==> src/rtl/dt_cmp_pipe.sv <==
// Two-stage pipelined fixed-point threshold comparator for LANES feature/threshold pairs.
// Stage 1 splits each compare into integer (signed) and fraction (unsigned) halves; stage 2 combines them and applies the mode.
module dt_cmp_pipe #(
  parameter int INT_W  = 32,
  parameter int FRAC_W = 32,
  parameter int LANES  = 4,
  parameter int TAG_W  = 8
) (
  input  logic                            clk,
  input  logic                            rst_n,
  input  logic                            s_valid,
  output logic                            s_ready,
  input  logic [LANES*(INT_W+FRAC_W)-1:0] s_feature,
  input  logic [LANES*(INT_W+FRAC_W)-1:0] s_threshold,
  input  logic [1:0]                      s_mode,
  input  logic [TAG_W-1:0]                s_tag,
  output logic                            m_valid,
  input  logic                            m_ready,
  output logic [LANES-1:0]                m_go_left,
  output logic [LANES-1:0]                m_eq,
  output logic [TAG_W-1:0]                m_tag,
  output logic [31:0]                     txn_count
);

  localparam int W = INT_W + FRAC_W;

  typedef enum logic [1:0] {
    MODE_LE = 2'b00,
    MODE_LT = 2'b01,
    MODE_GE = 2'b10,
    MODE_GT = 2'b11
  } mode_e;

  function automatic logic go_sel(input logic [1:0] mode, input logic lt, input logic eq);
    case (mode_e'(mode))
      MODE_LE: go_sel = lt | eq;
      MODE_LT: go_sel = lt;
      MODE_GE: go_sel = ~lt;
      default: go_sel = ~(lt | eq);
    endcase
  endfunction

  function automatic logic [31:0] sat_inc(input logic [31:0] cnt);
    sat_inc = (cnt == 32'hFFFF_FFFF) ? cnt : cnt + 32'd1;
  endfunction

  logic                vld_p1_q, vld_p2_q;
  logic                adv1, adv2;
  logic [LANES-1:0]    int_lt_p1_d, int_eq_p1_d, frac_lt_p1_d, frac_eq_p1_d;
  logic [LANES-1:0]    int_lt_p1_q, int_eq_p1_q, frac_lt_p1_q, frac_eq_p1_q;
  logic [1:0]          mode_p1_q;
  logic [TAG_W-1:0]    tag_p1_q;
  logic [LANES-1:0]    go_left_p2_d, eq_p2_d;
  logic [LANES-1:0]    go_left_p2_q, eq_p2_q;
  logic [TAG_W-1:0]    tag_p2_q;
  logic [31:0]         txn_count_q;

  // A stage may load whenever it is empty or its contents move on this cycle.
  assign adv2    = !vld_p2_q || m_ready;
  assign adv1    = !vld_p1_q || adv2;
  assign s_ready = adv1;

  // ---- stage 0 -> 1: split compares; the integer half is signed, the fraction half unsigned
  always_comb begin
    int_lt_p1_d  = '0;
    int_eq_p1_d  = '0;
    frac_lt_p1_d = '0;
    frac_eq_p1_d = '0;
    for (int i = 0; i < LANES; i++) begin
      int_lt_p1_d[i]  = $signed(s_feature[i*W+FRAC_W +: INT_W]) <
                        $signed(s_threshold[i*W+FRAC_W +: INT_W]);
      int_eq_p1_d[i]  = s_feature[i*W+FRAC_W +: INT_W] == s_threshold[i*W+FRAC_W +: INT_W];
      frac_lt_p1_d[i] = s_feature[i*W +: FRAC_W] < s_threshold[i*W +: FRAC_W];
      frac_eq_p1_d[i] = s_feature[i*W +: FRAC_W] == s_threshold[i*W +: FRAC_W];
    end
  end

  always_ff @(posedge clk or negedge rst_n) begin
    if (!rst_n) begin
      vld_p1_q <= 1'b0;
      vld_p2_q <= 1'b0;
    end else begin
      if (adv1) vld_p1_q <= s_valid;
      if (adv2) vld_p2_q <= vld_p1_q;
    end
  end

  always_ff @(posedge clk) begin
    if (s_valid && adv1) begin
      int_lt_p1_q  <= int_lt_p1_d;
      int_eq_p1_q  <= int_eq_p1_d;
      frac_lt_p1_q <= frac_lt_p1_d;
      frac_eq_p1_q <= frac_eq_p1_d;
      mode_p1_q    <= s_mode;
      tag_p1_q     <= s_tag;
    end
  end

  // ---- stage 1 -> 2: combine halves into lt/eq and apply the comparison mode
  always_comb begin
    go_left_p2_d = '0;
    eq_p2_d      = '0;
    for (int i = 0; i < LANES; i++) begin
      eq_p2_d[i]      = int_eq_p1_q[i] & frac_eq_p1_q[i];
      go_left_p2_d[i] = go_sel(mode_p1_q,
                               int_lt_p1_q[i] | (int_eq_p1_q[i] & frac_lt_p1_q[i]),
                               eq_p2_d[i]);
    end
  end

  always_ff @(posedge clk or negedge rst_n) begin
    if (!rst_n) begin
      go_left_p2_q <= '0;
      eq_p2_q      <= '0;
      tag_p2_q     <= '0;
    end else if (vld_p1_q && adv2) begin
      go_left_p2_q <= go_left_p2_d;
      eq_p2_q      <= eq_p2_d;
      tag_p2_q     <= tag_p1_q;
    end
  end

  always_ff @(posedge clk or negedge rst_n) begin
    if (!rst_n) begin
      txn_count_q <= '0;
    end else if (vld_p2_q && m_ready) begin
      txn_count_q <= sat_inc(txn_count_q);
    end
  end

  assign m_valid   = vld_p2_q;
  assign m_go_left = go_left_p2_q;
  assign m_eq      = eq_p2_q;
  assign m_tag     = tag_p2_q;
  assign txn_count = txn_count_q;

endmodule

==> config.mk <==
export PLATFORM = sky130hd
export DESIGN_NAME = dt_cmp_pipe
export DESIGN_NICKNAME = d
export VERILOG_FILES = /design/src/rtl/dt_cmp_pipe.sv
export SDC_FILE = /design/constraint.sdc
export NUM_CORES = 1
export LEC_CHECK = 0
export ABC_AREA = 0
export BUFFER_PORTS_ARGS = -buffer_cell sky130_fd_sc_hd__buf_2
export CAP_MARGIN = 20
export CORE_AREA = 2 2 223 225
export DETAILED_ROUTE_END_ITERATION = 16
export DIE_AREA = 0 0 225 227
export GPL_ROUTABILITY_DRIVEN = 1
export HOLD_SLACK_MARGIN = 0.02
export PLACE_DENSITY = 0.53
export SETUP_SLACK_MARGIN = 0.05
export SLEW_MARGIN = 5
export SYNTH_ARGS = -nofsm -noshare
export SYNTH_HDL_FRONTEND = slang
export SYNTH_SLANG_ARGS = --single-unit
==> constraint.sdc <==
create_clock -name clk -period 3.7 [get_ports clk]
set_clock_uncertainty 0.1 [all_clocks]
set_input_delay 0.74 -clock clk [delete_from_list [all_inputs] [get_ports clk]]
set_output_delay 0.74 -clock clk [all_outputs]
set_load 0.05 [all_outputs]
==> results of run 1 <==
-- routing by layer --
layer,up-vias,global-route usage,share of wire
li1,5220,-,-
met1,4695,0.167,0.42
met2,366,0.248,0.49
met3,46,0.0320,0.062
met4,4,0.0385,0.021
met5,-,0,0.00062
-- power breakdown --
| part | leakage [nW] | switching (mW) | internal (mW) |
|---|---|---|---|
| clock | 0.171 | 0.405 | 0.682 |
| sequential | 0.902 | 0.0803 | 0.960 |
| combinational | 6.82 | 0.803 | 0.584 |
| total | 7.90 | 1.29 | 2.23 |
-- cells by family (layout without fill, tap and decap cells) --
logic type,after synthesis,count (layout),synth area share
AO/OA/AOI/OAI,237,237,0.158
XOR/XNOR,31,31,0.0286
adder cells (fa/ha/maj),257,257,0.339
buffers and inverters,270,859,0.107
flip-flops,76,76,0.214
multiplexers,9,9,0.0107
other,0,2,0
AND/OR/NAND/NOR,268,268,0.143
-- Yosys cell counts (2+ instances only) --
cell,count,share of area
inv_1,265,0.10
ha_1,257,0.34
a21oi_1,91,0.048
nand2_1,71,0.028
nand4_1,69,0.045
dfrtp_1,50,0.13
nor2_1,43,0.017
o21ai_0,41,0.022
a21o_1,35,0.028
nand3_1,27,0.014
edfxtp_1,26,0.082
nor3_1,19,0.010
xnor2_1,16,0.015
xor2_1,15,0.014
o211ai_1,14,0.011
nor4_1,13,0.0086
a221oi_1,9,0.0083
mux2_2,8,0.0095
nor2b_1,8,0.0053
a2111oi_0,5,0.0046
and3_1,5,0.0033
o22ai_1,5,0.0033
o31a_1,5,0.0046
a211o_1,4,0.0037
a211oi_1,4,0.0032
a21boi_0,4,0.0032
a221o_1,4,0.0042
o2111ai_1,4,0.0037
nand2b_1,3,0.0020
o21a_1,3,0.0024
o31ai_1,3,0.0024
a31oi_1,2,0.0013
and2_1,2,0.0013
and4_1,2,0.0018
clkbuf_1,2,0.00079
or4_1,2,0.0016
-- flip-flops by register name (all words and copies together), names as in the netlist --
signal,count
frac_eq_p1_q,4
m_tag,8
tag_p1_q,8
m_go_left,4
vld_p1_q,1
int_eq_p1_q,4
mode_p1_q,2
int_lt_p1_q,4
m_valid,1
m_eq,4
txn_count,32
frac_lt_p1_q,4
-- stage by stage --
stage          std cells  setup slack [ns]
2_1_floorplan       1148              1.20
3_3_place_gp        2343              1.03
3_5_place_dp        2343             0.933
4_1_cts             2359              1.11
5_1_grt             2361             0.906
6_report            2361              1.13
-- layout make-up --
| type | count | area share |
|---|---|---|
| repair buffers | 577 | 0.214 |
| diodes | 2 | 0.000371 |
| clock buffers | 11 | 0.0180 |
| well taps | 622 | 0.0577 |
| multi-input cells | 802 | 0.477 |
| flip-flops and latches | 76 | 0.151 |
| clock inverters | 5 | 0.00779 |
| inverters | 266 | 0.0740 |
-- worst paths after layout --
path	start	to	slack [ns]	cells past startpoint
setup / recovery	txn_count[16]	txn_count[31]	1.13	5
hold / removal	rst_n	txn_count[27]	0.33	1
setup reg to reg	txn_count[16]	txn_count[31]	1.13	5
hold reg to reg	m_go_left[0]	m_go_left[0]	0.38	2
max in group asynchronous	rst_n	m_tag[6]	2.40	2
min in group clk	m_go_left[0]	m_go_left[0]	0.38	2
==> impl_results.md, run 1 <==
- Status: finished, final reports clean
- Reg clk slew, reported paths: 0.06 ns
- Crit path largest cell delay: 0.68 ns
- Post-route cell area: 13500 sq um
- Critical path peak fanout: 12
- Buf+Inv Stages, Crit Path: 0
- Final Cycle Share: 0.695
- Layout cell share with drive strength beyond 1: 0.348
- FMAX: 389 MHz
- Post CTS Setup Buffer Count: 0
- CTS HTree Levels: 3
- Root Driver: clkbuf_16
- Async SR Flop Fraction: 0.658
- WP data required: 3.81 ns
- Layout fillers: 5236
- Crit path DAT: 2.68 ns
- # rows: 81
- Prevailing post-synth register cell: dfrtp_1
- Final Util: 0.278
- Family with the most delay on the worst path: simple AND/OR/NAND/NOR gates
- Die ar.: 51100 sq um
- RePlAce Congestion: 1.00
- Initial antenna violation count: 6
- Initial Util: 0.196
- YS warnings: 0
- Synth unique cells: 48
- Mean routed wirelength per cell: 15.8 microns
- Post-CTS sizing: 0
- Fin Hold WS: 0.335 ns
- #FFs+latches synth: 76
- Grt ovf: 0
- Net count after synthesis: 1931
- RSZ-0062 raised after global routing: false
- Detail Route Antenna Nets: 0
- Initial DRC Count: 416
- Multi-input gate area: 6440 sq um
- Placed cell areas: 13100 sq um
- Largest net degree at the start of global routing: 31
- Clk sinks: 76
- CP max stage cell: nor3_2
- Hold Vio Cnt, Final: 0
- CTS tree: yes
- FF+latch area: 2030 sq um
- Total Wirelength: 37300 microns
- Num ports: 576
- P&R area growth vs syn: 42.2%
- CP cell instances: nand4_1 -> or4_1 -> nor3_2 -> nor4_1 -> xor2_1
- Final nets: 2515
- CTS hold repair buffers: 0
- Vias: 10300
- CTS buffer count: 9
- Tmin final: 2.57 ns
- Synth Instances: 1148
- Commonest cells after routing, fill and taps aside: buf_2 (575), inv_1 (265), ha_1 (257), a21oi_1 (91), nand2_1 (71)
- Final setup viols: 0
- Die H: 227 microns
- First-pass GRT wire length: 54800 microns
- Maxcap violations: 0
- Post-synth design cell area: 9490 sq um
- Slew @ Worst Pin: 0.954 ns
- LEAKAGE: 7.90 nW
- Critical Path Start Type: register
- Number of global-route vias before repair: 10600
- All-Layer GR Usage: 0.139
- Ratio of routed vias to standard cells: 4.38
- Most common cell after layout, fill and taps aside: buf_2
- Die width: 225 microns
- Syn Area/Cell: 8.27 sq um
- Worst min path class: in2async
- Max-slew violations: 0
- Clk buf depth: 2
- Setup CP Type: reg2reg
- I/O Buffers: 575
- Maximum VDD drop: 0.181 mV
- Post-detail-place hpwl: 33200 microns
- Core ar.: 48500 sq um
- Slew HR: 0.363
- Number of synthesized flops with an enable pin: 26
- Setup TNS: 0 ns
- Critical Path End Type: register
- Clk_lat worst skew: 0.35 ns
- PwrDens: 260 nW/um^2
- Power Total: 3.51 mW
- First drt pass iteration count: 5
- Sequential fraction of the synthesis area: 0.214
- DRC errors left: 0
Note: power is estimated with default switching activity, not from simulation.
==> run 2, diff against run 1 <==
- CORE_AREA: 2 2 223 225 -> 2 2 227 229
- DIE_AREA: 0 0 225 227 -> 0 0 229 231
- clock period: 3.7 -> 2.2 ns (I/O delays scaled with it)
==> impl_results.md, run 2 (same netlist as run 1, synthesis figures left out) <==
- Status: finished, final reports clean
- Crit path DAT: 2.14 ns (-0.54 ns)
- Mean routed wirelength per cell: 15.6 microns (-1.4%)
- All-Layer GR Usage: 0.145 (+0.00541)
- Post-route cell area: 14300 sq um (+5.8%)
- # rows: 83 (+2.5%)
- Initial antenna violation count: 7 (+1)
- Number of global-route vias before repair: 11000 (+3.5%)
- Crit path launch: s_feature[219]
- Post-detail-place hpwl: 35500 microns (+6.8%)
- Number of flip-flops in the largest register: 32 (unchanged)
- PwrDens: 418 nW/um^2 (+61%)
- Maximum VDD drop: 0.358 mV (+97%)
- Layout cell share with drive strength beyond 1: 0.392 (+0.0445)
- Clk_lat worst skew: 0.36 ns (about the same)
- Max-slew violations: 0 (unchanged)
- Vias: 10600 (+2.7%)
- Commonest cells after routing, fill and taps aside: buf_2 (575), inv_1 (265), ha_1 (256), a21oi_1 (91), buf_4 (83)
- Layout Cells excl Fill: 2505 (+6.1%)
- Tmin final: 2.12 ns
- First drt pass iteration count: 5 (unchanged)
- Final worst slack: 0.0832 ns (-1.04 ns)
- Core ar.: 50700 sq um (+4.4%)
- WP data required: 2.23 ns (-1.58 ns)
- FMAX: 472 MHz
- Maxcap violations: 0 (unchanged)
- CTS HTree Levels: 3 (unchanged)
- Layout fillers: 5583 (+6.6%)
- Die width: 229 microns (+1.8%)
- I/O Buffers: 575 (unchanged)
- Critical Path End Type: register
- First-pass GRT wire length: 59000 microns (+7.6%)
- Critical path peak fanout: 2 (-10)
- Most common cell after layout, fill and taps aside: buf_2
- Final setup viols: 0 (unchanged)
- Final nets: 2601 (+3.4%)
- Reg clk slew, reported paths: 0.08 ns (+0.02 ns)
- Worst r2r src: txn_count[0]
- Worst min path class: in2reg
- Pre-CTS setup slack: -0.292 ns (-1.22 ns)
- CTS buffer count: 9 (unchanged)
- Slew HR: 0.623 (+0.261)
- Total Wirelength: 39000 microns (+4.6%)
- Hold Vio Cnt, Final: 0 (unchanged)
- Slew @ Worst Pin: 0.551 ns (-0.403 ns)
- Hold Crit Start: s_tag[6]
- Num ports: 576 (unchanged)
- CTS tree: yes
- Clk sinks: 76 (unchanged)
- LEAKAGE: 8.29 nW (+5.0%)
- Placed Cells: 2484 (+6.0%)
- Initial Util: 0.187 (-0.00823)
- Placed cell areas: 13900 sq um (+5.9%)
- Detail Route Antenna Nets: 0 (unchanged)
- Final Cycle Share: 0.962
- Largest net degree at the start of global routing: 47 (+52%)
- Initial DRC Count: 335 (-19%)
- P&R area growth vs syn: 50.4%
- Setup CP Type: in2reg
- RePlAce Congestion: 0.958 (-4.6%)
- Ratio of routed vias to standard cells: 4.24 (-3.2%)
- Die H: 231 microns (+1.8%)
- DRC errors left: 0 (unchanged)
- Grt ovf: 0 (unchanged)
- RSZ-0062 raised after global routing: true
- Clk buf depth: 2 (unchanged)
- Die ar.: 52900 sq um (+3.6%)
- Critical Path Start Type: primary input
- Root Driver: clkbuf_16
==> run 2: cell count changes in the layout (fill, tap and decap cells not counted), moves of 2 or more <==
cell	previous run	this run
buf_12	0	3
buf_4	2	83
dfrtp_2	0	22
a2111oi_1	0	4
a2111oi_0	5	1
bufinv_16	3	1
dfrtp_1	50	28
clkinv_4	0	2
clkinvlp_4	0	2
==> run 2: area by class of cell <==
cell class | instances | area (sq um) | area share
flip-flops and latches | 76 | 2060 | 0.144
inverters | 266 | 998 | 0.0699
diodes | 2 | 5.00 | 0.000351
clock inverters | 6 | 71.3 | 0.00499
multi-input cells | 802 | 6470 | 0.453
clock buffers | 10 | 239 | 0.0167
well taps | 680 | 851 | 0.0596
repair buffers | 663 | 3580 | 0.251
==> run 2: timing repair <==
action,4_1_cts,5_1_grt
setup endpoints to repair,3,12
endpoints found under the hold margin,4,0
resized for setup,1,6
hold buffers,1,0
pin swaps,0,1
setup buffers,0,2
==> run 2: worst paths after layout <==
| kind | endpoint | slack [ns] | cells past startpoint |
|---|---|---|---|
| hold reg to reg | m_eq[1] | 0.38 | 2 |
| setup reg to reg | txn_count[1] | 0.11 | 5 |
| setup / recovery | frac_lt_p1_q[3] | 0.08 | 8 |
| hold / removal | tag_p1_q[6] | 0.15 | 1 |
| min in group asynchronous | m_go_left[0] | 0.38 | 2 |
| max in group asynchronous | txn_count[8] | 1.10 | 3 |
==> run 2: metrics by stage <==
step	utilization	power (mW)	hold slack (ns)	setup TNS [ns]
CTS	0.281	6.10	0.108	0
detailed placement	0.275	4.41	0.183	-1.47
global route	0.282	6.46	0.123	0
global placement	0.275	4.35	0.178	-1.21
floorplan	-	3.14	0.0444	0
finish	0.282	5.97	0.147	0
==> run 2: critical path: stages <==
cell and delay (ns):
buf_2 0.10, ha_1 0.30, a211o_1 0.29, a31oi_1 0.14
buf_4 0.14, o21bai_1 0.07, a21o_1 0.19, a2111oi_1 0.47
==> run 2: per-layer routing <==
metal  track usage  wire length [microns]
met5             0                     39
met4        0.0455                    972
met3        0.0343                   2520
met2         0.259                  19100
met1         0.169                  16300
==> run 2: where the power goes <==
group / internal, mW / total [mW] / switching (mW) / leakage [nW]
clock: 0.919 / 1.61 / 0.689 / 0.145
combinational: 1.17 / 2.64 / 1.47 / 7.28
sequential: 1.62 / 1.72 / 0.0966 / 0.868
total: 3.71 / 5.97 / 2.26 / 8.29
==> run 3, diff against run 2 <==
- PLACE_DENSITY: 0.53 -> 0.52
==> impl_results.md, run 3 (same netlist as run 1, synthesis figures left out) <==
- Psw: 2.24 mW (-0.95%)
- Layout cell share with drive strength beyond 1: 0.388 (-0.00440)
- First-pass GRT wire length: 58300 microns (-1.1%)
- Slew HR: 0.367 (-0.256)
- First drt pass iteration count: 4 (-1)
- Fin Hold WS: 0.161 ns (+0.0136 ns)
- Slew @ Worst Pin: 0.949 ns (+0.398 ns)
- Maximum VDD drop: 0.333 mV (-6.9%)
- Largest net degree at the start of global routing: 51 (+8.5%)
- Final Cycle Share: 0.940 (-0.0221)
- Initial antenna violation count: 10 (+3)
- Setup TNS: 0 ns (unchanged)
- Final worst slack: 0.132 ns (+0.0486 ns)
- CTS buffer count: 9 (unchanged)
- FMAX: 484 MHz (+2.4%)
- RePlAce Congestion: 0.952 (-0.67%)
- CP max stage cell: a2111oi_2
- Maxcap violations: 0 (unchanged)
- Family with the most delay on the worst path: compound AO/OA/AOI/OAI gates
- Int Power: 3.51 mW (-5.4%)
- Hold Vio Cnt, Final: 0 (unchanged)
- WHS Path Cells: 1 (unchanged)
- WP data required: 2.23 ns (about the same)
- Commonest cells after routing, fill and taps aside: buf_2 (575), inv_1 (265), ha_1 (256), a21oi_1 (91), nand2_1 (71)
- PwrDens: 407 nW/um^2 (-2.7%)
- Reg clk slew, reported paths: 0.07 ns (about the same)
- Ratio of routed vias to standard cells: 4.22 (-0.44%)
- Critical path peak fanout: 3 (+1)
- # rows: 83 (unchanged)
- Number of flip-flops in the largest register: 32 (unchanged)
- Final nets: 2583 (-0.69%)
- Worst min path class: in2reg
- Number of global-route vias before repair: 10800 (-1.1%)
- LEAKAGE: 8.18 nW (-1.4%)
- Initial Util: 0.187 (unchanged)
- CTS HTree Levels: 3 (unchanged)
- Vias: 10500 (-1.1%)
- Root Driver: clkbuf_16
- Setup CP Type: in2reg
- Num ports: 576 (unchanged)
- Status: finished, final reports clean
- Max-slew violations: 0 (unchanged)
- Critical Path Start Type: primary input
- Sequential share of power: 0.301 (+0.013)
- Final setup viols: 0 (unchanged)
- CP cell instances: buf_2 -> ha_1 -> a21oi_1 -> o21ai_0 -> a221oi_2 -> o31ai_1 -> a2111oi_2
- Die width: 229 microns (unchanged)
- Initial DRC Count: 338 (+0.90%)
- Crit path DAT: 2.10 ns (-0.04 ns)
- Tmin final: 2.07 ns (-0.0486 ns)
- Combinational Power Share: 0.446 (+0.003)
- Switch share: 0.389 (+0.0109)
- Grt ovf: 0 (unchanged)
- Critical Path End Type: register
- CTS tree: yes
- Clk_lat worst skew: 0.35 ns (about the same)
- Total Wirelength: 38800 microns (-0.39%)
- Final Util: 0.279 (-0.00291)
- Core ar.: 50700 sq um (unchanged)
- Reg-to-reg setup timing slack: 0.15 ns (+0.04 ns)
- Power Total: 5.75 mW (-3.7%)
- Die H: 231 microns (unchanged)
- Clk sinks: 76 (unchanged)
- Detail Route Antenna Nets: 0 (unchanged)
- RSZ-0062 raised after global routing: true
- Post-detail-place hpwl: 35000 microns (-1.6%)
- Clk buf depth: 2 (unchanged)
- Reg2reg path depth: 6 (+1)
- All-Layer GR Usage: 0.142 (-0.00226)
- Pre-CTS setup slack: -0.455 ns (-0.163 ns)
- Crit path largest cell delay: 0.45 ns (-0.02 ns)
- P&R area growth vs syn: 48.9%
- I/O Buffers: 575 (unchanged)
- Buf+Inv Stages, Crit Path: 1 (-1)
- Most common cell after layout, fill and taps aside: buf_2
- WP depth: 7 (-1)
- Mean routed wirelength per cell: 15.6 microns (+0.25%)
- Clock power share: 0.253 (-0.016)
- Die ar.: 52900 sq um (unchanged)
- Layout fillers: 5630 (+0.84%)
- DRC errors left: 0 (unchanged)
==> run 3: area by class of cell <==
type,instances,area (sq um),share of cell area
sequential,76,2060,0.146
antenna,4,10.0,0.000708
inverter,266,998,0.0707
multi-input combinational,802,6500,0.460
timing repair buffer,645,3440,0.244
clock buffer,10,229,0.0162
tap,680,851,0.0602
clock inverter,6,42.5,0.00301
==> run 3: worst paths after layout <==
check / startpoint / endpoint
hold reg to reg: tag_p1_q[1] / m_tag[1]
max in group asynchronous: rst_n / txn_count[25]
hold / removal: s_tag[0] / tag_p1_q[0]
min in group asynchronous: rst_n / txn_count[4]
setup / recovery: s_feature[19] / frac_lt_p1_q[0]
setup reg to reg: txn_count[16] / txn_count[6]
==> run 3: stage by stage <==
step | cells | instance area, sq um
floorplan | 1148 | 9540
global route | 2488 | 14100
CTS | 2483 | 14100
finish | 2489 | 14100
detailed placement | 2466 | 13800
global placement | 2466 | 13800
==> run 3: power by group through the flow <==
stage	Sequential (mW)	Clock, mW	Combinational [mW]
after CTS	1.74	1.54	2.60
final	1.73	1.45	2.56
after global routing	1.76	1.60	2.88
after global placement	1.76	0	2.53
after detailed placement	1.77	0	2.58
after floorplan	2.13	0	1.00
==> run 3: per-layer routing <==
| metal | track usage | vias up | routed length [microns] |
|---|---|---|---|
| met5 | 0 | - | 34 |
| met3 | 0.0375 | 59 | 2770 |
| li1 | - | 5358 | - |
| met4 | 0.0489 | 6 | 1250 |
| met2 | 0.253 | 377 | 18700 |
| met1 | 0.164 | 4701 | 16000 |
==> run 3: timing repair <==
action                                  in CTS  in global routing
hold buffers                                 1                  0
endpoints found under the setup margin       2                 18
pin swaps                                    0                  3
endpoints found under the hold margin       50                  0
gates resized for setup                      3                 11
buffers inserted                             0                  2
